--- config.mk ---
export PLATFORM = sky130hd
export DESIGN_NAME = lcd_tile_sequencer_flat
export DESIGN_NICKNAME = d
export VERILOG_FILES = /design/src/rtl/lcd_pkg.sv /design/src/rtl/lcd_tile_sequencer_if.sv /design/src/rtl/lcd_tile_sequencer.sv /design/src/flat_wrapper.sv
export SDC_FILE = /design/constraint.sdc
export NUM_CORES = 1
export LEC_CHECK = 0
export CAP_MARGIN = 20
export CELL_PAD_IN_SITES_DETAIL_PLACEMENT = 0
export CELL_PAD_IN_SITES_GLOBAL_PLACEMENT = 2
export CORE_MARGIN = 5
export CORE_UTILIZATION = 27
export CTS_CLUSTER_SIZE = 16
export DETAILED_ROUTE_END_ITERATION = 7
export HOLD_SLACK_MARGIN = 0.08
export PLACE_DENSITY_LB_ADDON = 0.12
export SETUP_SLACK_MARGIN = 0.1
export SYNTH_ARGS = -nofsm -noshare
export SYNTH_HDL_FRONTEND = slang
export SYNTH_SLANG_ARGS = --single-unit
--- constraint.sdc ---
create_clock -name clk -period 2.3 [get_ports clk]
set_clock_uncertainty 0.1 [all_clocks]
set_input_delay 0.23 -clock clk [delete_from_list [all_inputs] [get_ports clk]]
set_output_delay 0.23 -clock clk [all_outputs]
set_load 0.005 [all_outputs]
--- src/rtl/lcd_pkg.sv ---
// Shared definitions for the LCD tile sequencer: FSM states, panel command
// opcodes, panel/tile geometry defaults and the window-parameter byte picker.
package lcd_pkg;

    typedef enum logic [2:0] {
        S_IDLE,
        S_CASET_CMD,
        S_CASET_PRM,
        S_PASET_CMD,
        S_PASET_PRM,
        S_RAMWR_CMD,
        S_PIXELS,
        S_ADVANCE
    } state_t;

    localparam logic [7:0]  LCD_CMD_CASET    = 8'h2A;
    localparam logic [7:0]  LCD_CMD_PASET    = 8'h2B;
    localparam logic [7:0]  LCD_CMD_RAMWR    = 8'h2C;

    localparam int          PANEL_W          = 240;
    localparam int          PANEL_H          = 320;
    localparam int          TILE_W_DEF       = 20;
    localparam int          TILE_H_DEF       = 20;
    localparam int          TILES_X_DEF      = PANEL_W / TILE_W_DEF;
    localparam int          TILES_Y_DEF      = PANEL_H / TILE_H_DEF;
    localparam logic [15:0] BORDER_COLOR_DEF = 16'h0000;

    // Window parameters go out as start MSB, start LSB, end MSB, end LSB.
    function automatic logic [7:0] window_byte(input logic [15:0] origin,
                                               input logic [15:0] span,
                                               input logic [1:0]  idx);
        logic [15:0] last_v;
        last_v = origin + span;
        case (idx)
            2'd0:    window_byte = origin[15:8];
            2'd1:    window_byte = origin[7:0];
            2'd2:    window_byte = last_v[15:8];
            default: window_byte = last_v[7:0];
        endcase
    endfunction

endpackage

--- src/rtl/lcd_tile_sequencer_if.sv ---
// Handshake/bus bundle around the tile sequencer: frame control, tile origin
// from the address generator, pixel source stream and LCD bus-write stream.
interface lcd_tile_sequencer_if;
    logic        start;
    logic        busy;
    logic        frame_done;
    logic [15:0] col_start;
    logic [15:0] row_start;
    logic        addr_en;
    logic [15:0] pix_data;
    logic        pix_valid;
    logic        pix_ready;
    logic [15:0] lcd_word;
    logic        lcd_dc;
    logic        lcd_valid;
    logic        lcd_ready;

    modport master (
        input  start, col_start, row_start, pix_data, pix_valid, lcd_ready,
        output busy, frame_done, addr_en, pix_ready, lcd_word, lcd_dc, lcd_valid
    );

    modport slave (
        output start, col_start, row_start, pix_data, pix_valid, lcd_ready,
        input  busy, frame_done, addr_en, pix_ready, lcd_word, lcd_dc, lcd_valid
    );
endinterface

--- src/rtl/lcd_tile_sequencer.sv ---
// Frame-fill controller: for every tile it programs the column/page window,
// opens a memory write, streams one tile of pixels to the LCD bus engine and
// then advances the external tile address generator.
// Optional build macro LCD_TILE_BORDER_EN: draws the first row and column of
// every tile in BORDER_COLOR instead of taking them from the pixel stream.
module lcd_tile_sequencer
    import lcd_pkg::*;
#(
    parameter int          TILE_W    = TILE_W_DEF,
    parameter int          TILE_H    = TILE_H_DEF,
    parameter int          TILES_X   = TILES_X_DEF,
    parameter int          TILES_Y   = TILES_Y_DEF,
    parameter logic [7:0]  CMD_CASET = LCD_CMD_CASET,
    parameter logic [7:0]  CMD_PASET = LCD_CMD_PASET,
    parameter logic [7:0]  CMD_RAMWR = LCD_CMD_RAMWR
`ifdef LCD_TILE_BORDER_EN
    ,
    parameter logic [15:0] BORDER_COLOR = BORDER_COLOR_DEF
`endif
) (
    input  logic                 clk,
    input  logic                 rstn,
    lcd_tile_sequencer_if.master bus
);

    localparam int NUM_TILES  = TILES_X * TILES_Y;
    localparam int TILE_CNT_W = (NUM_TILES > 1) ? $clog2(NUM_TILES) : 1;
    localparam logic [TILE_CNT_W-1:0] TILE_LAST = TILE_CNT_W'(NUM_TILES - 1);
    localparam logic [15:0] COL_SPAN = 16'(TILE_W - 1);
    localparam logic [15:0] ROW_SPAN = 16'(TILE_H - 1);

    state_t                state_q;
    state_t                state_d;
    logic [1:0]            prm_q;
    logic [TILE_CNT_W-1:0] tile_q;
    logic                  frame_done_q;
    logic                  pix_last;
    logic                  lcd_hs;
    logic                  valid_c;
    logic [15:0]           word_c;
    logic                  dc_c;
    logic                  pix_ready_c;
    logic                  addr_en_c;

`ifdef LCD_TILE_BORDER_EN
    localparam int X_W = (TILE_W > 1) ? $clog2(TILE_W) : 1;
    localparam int Y_W = (TILE_H > 1) ? $clog2(TILE_H) : 1;
    localparam logic [X_W-1:0] X_LAST = X_W'(TILE_W - 1);
    localparam logic [Y_W-1:0] Y_LAST = Y_W'(TILE_H - 1);

    logic [X_W-1:0] x_q;
    logic [Y_W-1:0] y_q;
    logic           on_border;

    assign on_border = (x_q == '0) || (y_q == '0);
    assign pix_last  = (x_q == X_LAST) && (y_q == Y_LAST);

    // Track the in-tile raster position of the next word leaving in PIXELS.
    always_ff @(posedge clk or negedge rstn) begin
        if (!rstn) begin
            x_q <= '0;
            y_q <= '0;
        end else if (state_q == S_PIXELS && lcd_hs) begin
            if (x_q == X_LAST) begin
                x_q <= '0;
                y_q <= (y_q == Y_LAST) ? '0 : y_q + 1'b1;
            end else begin
                x_q <= x_q + 1'b1;
            end
        end
    end
`else
    localparam int PIX_W = $clog2(TILE_W * TILE_H);
    localparam logic [PIX_W-1:0] PIX_LAST = PIX_W'(TILE_W * TILE_H - 1);

    logic [PIX_W-1:0] pix_q;

    assign pix_last = (pix_q == PIX_LAST);

    // Count pixel words accepted by the bus engine within the current tile.
    always_ff @(posedge clk or negedge rstn) begin
        if (!rstn) begin
            pix_q <= '0;
        end else if (state_q == S_PIXELS && lcd_hs) begin
            pix_q <= pix_last ? '0 : pix_q + 1'b1;
        end
    end
`endif

    assign lcd_hs = valid_c & bus.lcd_ready;

    // State register.
    always_ff @(posedge clk or negedge rstn) begin
        if (!rstn) begin
            state_q <= S_IDLE;
        end else begin
            state_q <= state_d;
        end
    end

    // Parameter byte index, tile index and the registered end-of-frame pulse.
    always_ff @(posedge clk or negedge rstn) begin
        if (!rstn) begin
            prm_q        <= 2'd0;
            tile_q       <= '0;
            frame_done_q <= 1'b0;
        end else begin
            frame_done_q <= (state_q == S_ADVANCE) && (tile_q == TILE_LAST);
            if ((state_q == S_CASET_PRM || state_q == S_PASET_PRM) && bus.lcd_ready) begin
                prm_q <= prm_q + 2'd1;
            end
            if (state_q == S_ADVANCE) begin
                tile_q <= (tile_q == TILE_LAST) ? '0 : tile_q + 1'b1;
            end
        end
    end

    // Next-state decode and bus outputs for each step of the tile sequence.
    always_comb begin
        state_d     = state_q;
        valid_c     = 1'b0;
        word_c      = 16'h0000;
        dc_c        = 1'b0;
        pix_ready_c = 1'b0;
        addr_en_c   = 1'b0;
        case (state_q)
            S_IDLE: begin
                if (bus.start) state_d = S_CASET_CMD;
            end
            S_CASET_CMD: begin
                valid_c = 1'b1;
                word_c  = {8'h00, CMD_CASET};
                if (bus.lcd_ready) state_d = S_CASET_PRM;
            end
            S_CASET_PRM: begin
                valid_c = 1'b1;
                dc_c    = 1'b1;
                word_c  = {8'h00, window_byte(bus.col_start, COL_SPAN, prm_q)};
                if (bus.lcd_ready && prm_q == 2'd3) state_d = S_PASET_CMD;
            end
            S_PASET_CMD: begin
                valid_c = 1'b1;
                word_c  = {8'h00, CMD_PASET};
                if (bus.lcd_ready) state_d = S_PASET_PRM;
            end
            S_PASET_PRM: begin
                valid_c = 1'b1;
                dc_c    = 1'b1;
                word_c  = {8'h00, window_byte(bus.row_start, ROW_SPAN, prm_q)};
                if (bus.lcd_ready && prm_q == 2'd3) state_d = S_RAMWR_CMD;
            end
            S_RAMWR_CMD: begin
                valid_c = 1'b1;
                word_c  = {8'h00, CMD_RAMWR};
                if (bus.lcd_ready) state_d = S_PIXELS;
            end
            S_PIXELS: begin
                dc_c = 1'b1;
`ifdef LCD_TILE_BORDER_EN
                if (on_border) begin
                    valid_c = 1'b1;
                    word_c  = BORDER_COLOR;
                end else begin
                    valid_c     = bus.pix_valid;
                    pix_ready_c = bus.lcd_ready;
                    word_c      = bus.pix_data;
                end
`else
                valid_c     = bus.pix_valid;
                pix_ready_c = bus.lcd_ready;
                word_c      = bus.pix_data;
`endif
                if (valid_c && bus.lcd_ready && pix_last) state_d = S_ADVANCE;
            end
            S_ADVANCE: begin
                addr_en_c = 1'b1;
                state_d   = (tile_q == TILE_LAST) ? S_IDLE : S_CASET_CMD;
            end
            default: state_d = S_IDLE;
        endcase
    end

    assign bus.busy       = (state_q != S_IDLE);
    assign bus.frame_done = frame_done_q;
    assign bus.addr_en    = addr_en_c;
    assign bus.lcd_valid  = valid_c;
    assign bus.lcd_word   = word_c;
    assign bus.lcd_dc     = dc_c;
    assign bus.pix_ready  = pix_ready_c;

endmodule
--- src/flat_wrapper.sv ---
// flat-port wrapper written by rule: the top's interface ports become plain ports
module lcd_tile_sequencer_flat import lcd_pkg::*;
#(
    parameter int          TILE_W    = TILE_W_DEF,
    parameter int          TILE_H    = TILE_H_DEF,
    parameter int          TILES_X   = TILES_X_DEF,
    parameter int          TILES_Y   = TILES_Y_DEF,
    parameter logic [7:0]  CMD_CASET = LCD_CMD_CASET,
    parameter logic [7:0]  CMD_PASET = LCD_CMD_PASET,
    parameter logic [7:0]  CMD_RAMWR = LCD_CMD_RAMWR

)
  (clk, rstn, bus_start, bus_col_start, bus_row_start, bus_pix_data, bus_pix_valid, bus_lcd_ready, bus_busy, bus_frame_done, bus_addr_en, bus_pix_ready, bus_lcd_word, bus_lcd_dc, bus_lcd_valid);
  lcd_tile_sequencer_if bus_i ();
  input  logic clk;
  input  logic rstn;
  input wire logic [$bits(bus_i.start)-1:0] bus_start;
  input wire logic [$bits(bus_i.col_start)-1:0] bus_col_start;
  input wire logic [$bits(bus_i.row_start)-1:0] bus_row_start;
  input wire logic [$bits(bus_i.pix_data)-1:0] bus_pix_data;
  input wire logic [$bits(bus_i.pix_valid)-1:0] bus_pix_valid;
  input wire logic [$bits(bus_i.lcd_ready)-1:0] bus_lcd_ready;
  output wire logic [$bits(bus_i.busy)-1:0] bus_busy;
  output wire logic [$bits(bus_i.frame_done)-1:0] bus_frame_done;
  output wire logic [$bits(bus_i.addr_en)-1:0] bus_addr_en;
  output wire logic [$bits(bus_i.pix_ready)-1:0] bus_pix_ready;
  output wire logic [$bits(bus_i.lcd_word)-1:0] bus_lcd_word;
  output wire logic [$bits(bus_i.lcd_dc)-1:0] bus_lcd_dc;
  output wire logic [$bits(bus_i.lcd_valid)-1:0] bus_lcd_valid;
  assign bus_i.start = bus_start;
  assign bus_i.col_start = bus_col_start;
  assign bus_i.row_start = bus_row_start;
  assign bus_i.pix_data = bus_pix_data;
  assign bus_i.pix_valid = bus_pix_valid;
  assign bus_i.lcd_ready = bus_lcd_ready;
  assign bus_busy = bus_i.busy;
  assign bus_frame_done = bus_i.frame_done;
  assign bus_addr_en = bus_i.addr_en;
  assign bus_pix_ready = bus_i.pix_ready;
  assign bus_lcd_word = bus_i.lcd_word;
  assign bus_lcd_dc = bus_i.lcd_dc;
  assign bus_lcd_valid = bus_i.lcd_valid;
  lcd_tile_sequencer #(.TILE_W(TILE_W), .TILE_H(TILE_H), .TILES_X(TILES_X), .TILES_Y(TILES_Y), .CMD_CASET(CMD_CASET), .CMD_PASET(CMD_PASET), .CMD_RAMWR(CMD_RAMWR)) u_core (.clk(clk), .rstn(rstn), .bus(bus_i));
endmodule
==> impl_metrics.ini, run 1 <==
[logic_synthesis]
syn_inst = 308
synth-edff-count = 0
syn_avg_cell_area_um2 = 8.05
ys.flop_type = dfrtp_1
synth_fa_ha_area_share_pct = 4.54
yosysSeqAreaShare_pct = 23.2
synth_compound_area_share_pct = 26.4
synth_xor_area_share_pct = 13.4
yosysWarnings = 0
synth_seq_cells = 23
synth-simple-area-share_pct = 24.4
synth_top_family_by_area = compound AO/OA/AOI/OAI gates
synth-async-reset-ratio_pct = 100
synth_area_um2 = 2480
syn_nets = 370
synthMuxAreaShare_pct = 1.36
ys_types = 60

[power_and_ir_drop]
p_leak_nw = 1.89
combPwrFrac_pct = 76.0
p_sw_share_pct = 42.2
p_int_mw = 2.09
p_seq_share_pct = 17.0
p_sw_mw = 1.52
powerDensity_nw_per_um2 = 863
clkPwrFrac_pct = 7.0
peakVddDrop_v = 0.000524

[critical_path]
arrival_ps = 1950
crit_fanout = 5
cpMaxStageDelayCell = dfrtp_2
critPathLaunch = u_core.prm_q[0]$_DFFE_PN0P_
path_cells = inv_4 -> ha_4 -> buf_6 -> a221o_1 -> a32oi_1 -> o211ai_1 -> buf_2
slowest_delay_ps = 460
worst-endpoint-required_ps = 1970
reg2reg_depth = 5
regToRegEndpoint = u_core.pix_q[8]$_DFFE_PN0P_
reg2reg_setup_slack_ps = 460
crit_path_end_kind = primary output
r2r-start = u_core.pix_q[0]$_DFFE_PN0P_
start_kind = flip-flop
worstSetupPathType = reg2out

[finish]
design_area_um2 = 4180
num_antenna_cells = 0
syn_to_final_growth_pct = 68.5
instances_no_fill = 565
fin_nets = 517
drive_gt1_share_pct = 33.7
fillers = 938
fin_util_pct = 45.9

[placed_design]
placed_cell_area_um2 = 3760
place_hpwl_um = 6590
dp_cells = 545
gp_congestion = 0.776
port_buffers = 74
pre_cts_ws_ps = -682

[global_routing]
grt_antenna_before_repair = 0
overflow = 0
grt_start_max_net_pins = 24
grt_use_total_pct = 14.8
grt_pass1_vias = 2843
grt_pass1_wl_um = 13800

[clock_network]
cts_hold_buf = 0
clk_pin_slew_ps = 80
clockBufferDepth = 2
htreeDepth = 1
cts_root_buffer = clkbuf_8
cts-buffers-inserted = 3
cts_tree = yes
cts_sinks = 23
clkLatencyLatePin_ps = 260

[floorplanning]
dieArea_um2 = 11200
die_x_um = 106
core_area_um2 = 9110
boundaryPins = 75
die_height_um = 106
num_rows = 35
initial_core_util_pct = 27.2

[timing]
finalWorstSetupSlack_ps = 22.3
post-route-min-period_ps = 2280
max_freq_mhz = 439
setup_viol = 0
worst_pin_slew_ps = 639
finalCritPeriodShare_pct = 99.0
slew_headroom_pct = 57.0
hold_violations = 0
rsz0062_at_grt = yes
drv_slew = 0
tns_ps = 0

[detailed_routing]
avgViaCountPerCell = 4.95
vias = 2795
ant_nets = 0
wl_per_cell_um = 15.3
first_pass_iters = 4
route.detailed.drc = 0
drt-total-wl_um = 8660
drt_first_iter_violations = 95

[job]
cap_violations = 0

[worst_hold_path]
hold_path.class = in2async

[status]
status = finished clean
worst max-delay path, delay by kind of cell, from the launching register on:
| family | cells | cell delay [ps] |
|---|---|---|
| compound gates | 3 | 690 |
| flops | 1 | 460 |
| fa+ha+maj | 1 | 180 |
| buf+inv | 3 | 360 |
final cells by class:
| cell class | count | area, um^2 | share of cell area [%] |
|---|---|---|---|
| multi-input combinational | 254 | 1960 | 47.0 |
| timing repair buffer | 159 | 1400 | 33.4 |
| sequential | 23 | 579 | 13.9 |
| tap | 111 | 139 | 3.33 |
| inverter | 14 | 55.1 | 1.32 |
| clock buffer | 4 | 45.0 | 1.08 |
registers in the layout (all words and copies together) (netlist names):
name,count
u_core.state_q,3
u_core.tile_q,8
u_core.prm_q,2
u_core.bus.frame_done,1
u_core.pix_q,9
power by group through the flow:
stage,Combinational (mW),Clock [mW],Sequential [mW]
finish,2.74,0.254,0.612
global placement,2.36,0,0.597
CTS,2.58,0.261,0.609
detailed placement,2.36,0,0.600
global route,3.01,0.283,0.630
floorplan,1.35,0,0.565
cell usage in the layout (no fill, tap or decap), types with 12 or more instances in the layout:
cell and count:
nor2_1 17, dlygate4sd2_1 17, nand3_1 17, a221o_1 13, clkdlybuf4s50_1 38, xor2_1 16
nand2_1 35, dfrtp_1 20, a21oi_1 12, xnor2_1 20, buf_4 72
through the flow:
step | hold WS, ps | total power, mW
detailed placement | 390 | 2.96
CTS | 226 | 3.45
global placement | 383 | 2.95
global route | 232 | 3.92
finish | 203 | 3.61
floorplan | -166 | 1.91
what timing repair did:
item                                    in CTS  in global routing
pin swaps                                   32                 22
gates cloned                                 0                  1
endpoints found under the setup margin      17                 19
setup buffers                               11                  4
gates resized for setup                     99                 31
synth_stat cells, types with 2 or more instances:
cell | instances | share of area, %
a221oi_1 | 4 | 1.4
o31ai_1 | 2 | 0.61
nand4_1 | 5 | 1.3
and3_1 | 3 | 0.76
a21o_1 | 6 | 1.8
a31oi_1 | 3 | 0.76
nor2b_1 | 2 | 0.50
and4_1 | 2 | 0.71
nor3b_1 | 2 | 0.61
nor2_1 | 19 | 2.9
and2_1 | 11 | 2.8
a221o_1 | 13 | 5.2
nand2b_1 | 2 | 0.50
buf_2 | 4 | 0.81
o211ai_1 | 5 | 1.5
xor2_1 | 17 | 6.0
a32oi_1 | 2 | 0.71
inv_1 | 13 | 2.0
o21ai_0 | 12 | 2.4
ha_1 | 9 | 4.5
xnor2_1 | 21 | 7.4
clkbuf_1 | 7 | 1.1
buf_4 | 2 | 0.61
o21ai_1 | 4 | 0.81
a21oi_1 | 19 | 3.8
mux2_2 | 3 | 1.4
o21a_1 | 2 | 0.61
nor4_1 | 3 | 0.76
nand3_1 | 18 | 3.6
nor3_1 | 5 | 1.0
o211ai_2 | 2 | 1.0
nand2_1 | 35 | 5.3
dfrtp_1 | 23 | 23
and3b_1 | 2 | 0.71
layer usage:
layer	vias to the layer above	GRT usage [%]	part of all wire (%)
met1	1315	19.5	47
met5	-	0	0
met3	5	1.65	3.6
met4	0	2.87	0.68
li1	1418	-	-
met2	57	26.3	48
worst max-delay path by stage:
stage,to,slack [ps]
6_report,bus_lcd_word[0],20
2_1_floorplan,bus_lcd_word[0],400
3_3_place_gp,bus_lcd_word[6],-660
4_1_cts,bus_lcd_word[5],30
3_5_place_dp,bus_lcd_word[6],-680
5_1_grt,bus_lcd_word[0],-50
cell families (layout without fill, tap and decap cells):
| group | after synthesis | in the layout |
|---|---|---|
| xor+xnor | 38 | 38 |
| compound gates | 88 | 88 |
| mux | 3 | 3 |
| fa+ha+maj | 9 | 9 |
| buf+inv | 31 | 177 |
| flops | 23 | 23 |
| simple gates | 116 | 116 |
Power figures use the tool's default switching activity.
==> run 2: changes to the inputs <==
CAP_MARGIN = not set   (was 20)
GPL_TIMING_DRIVEN = 1   (was not set)
==> results of run 2 <==
No change in the layout: final DEF, timing and power equal those of run 1.
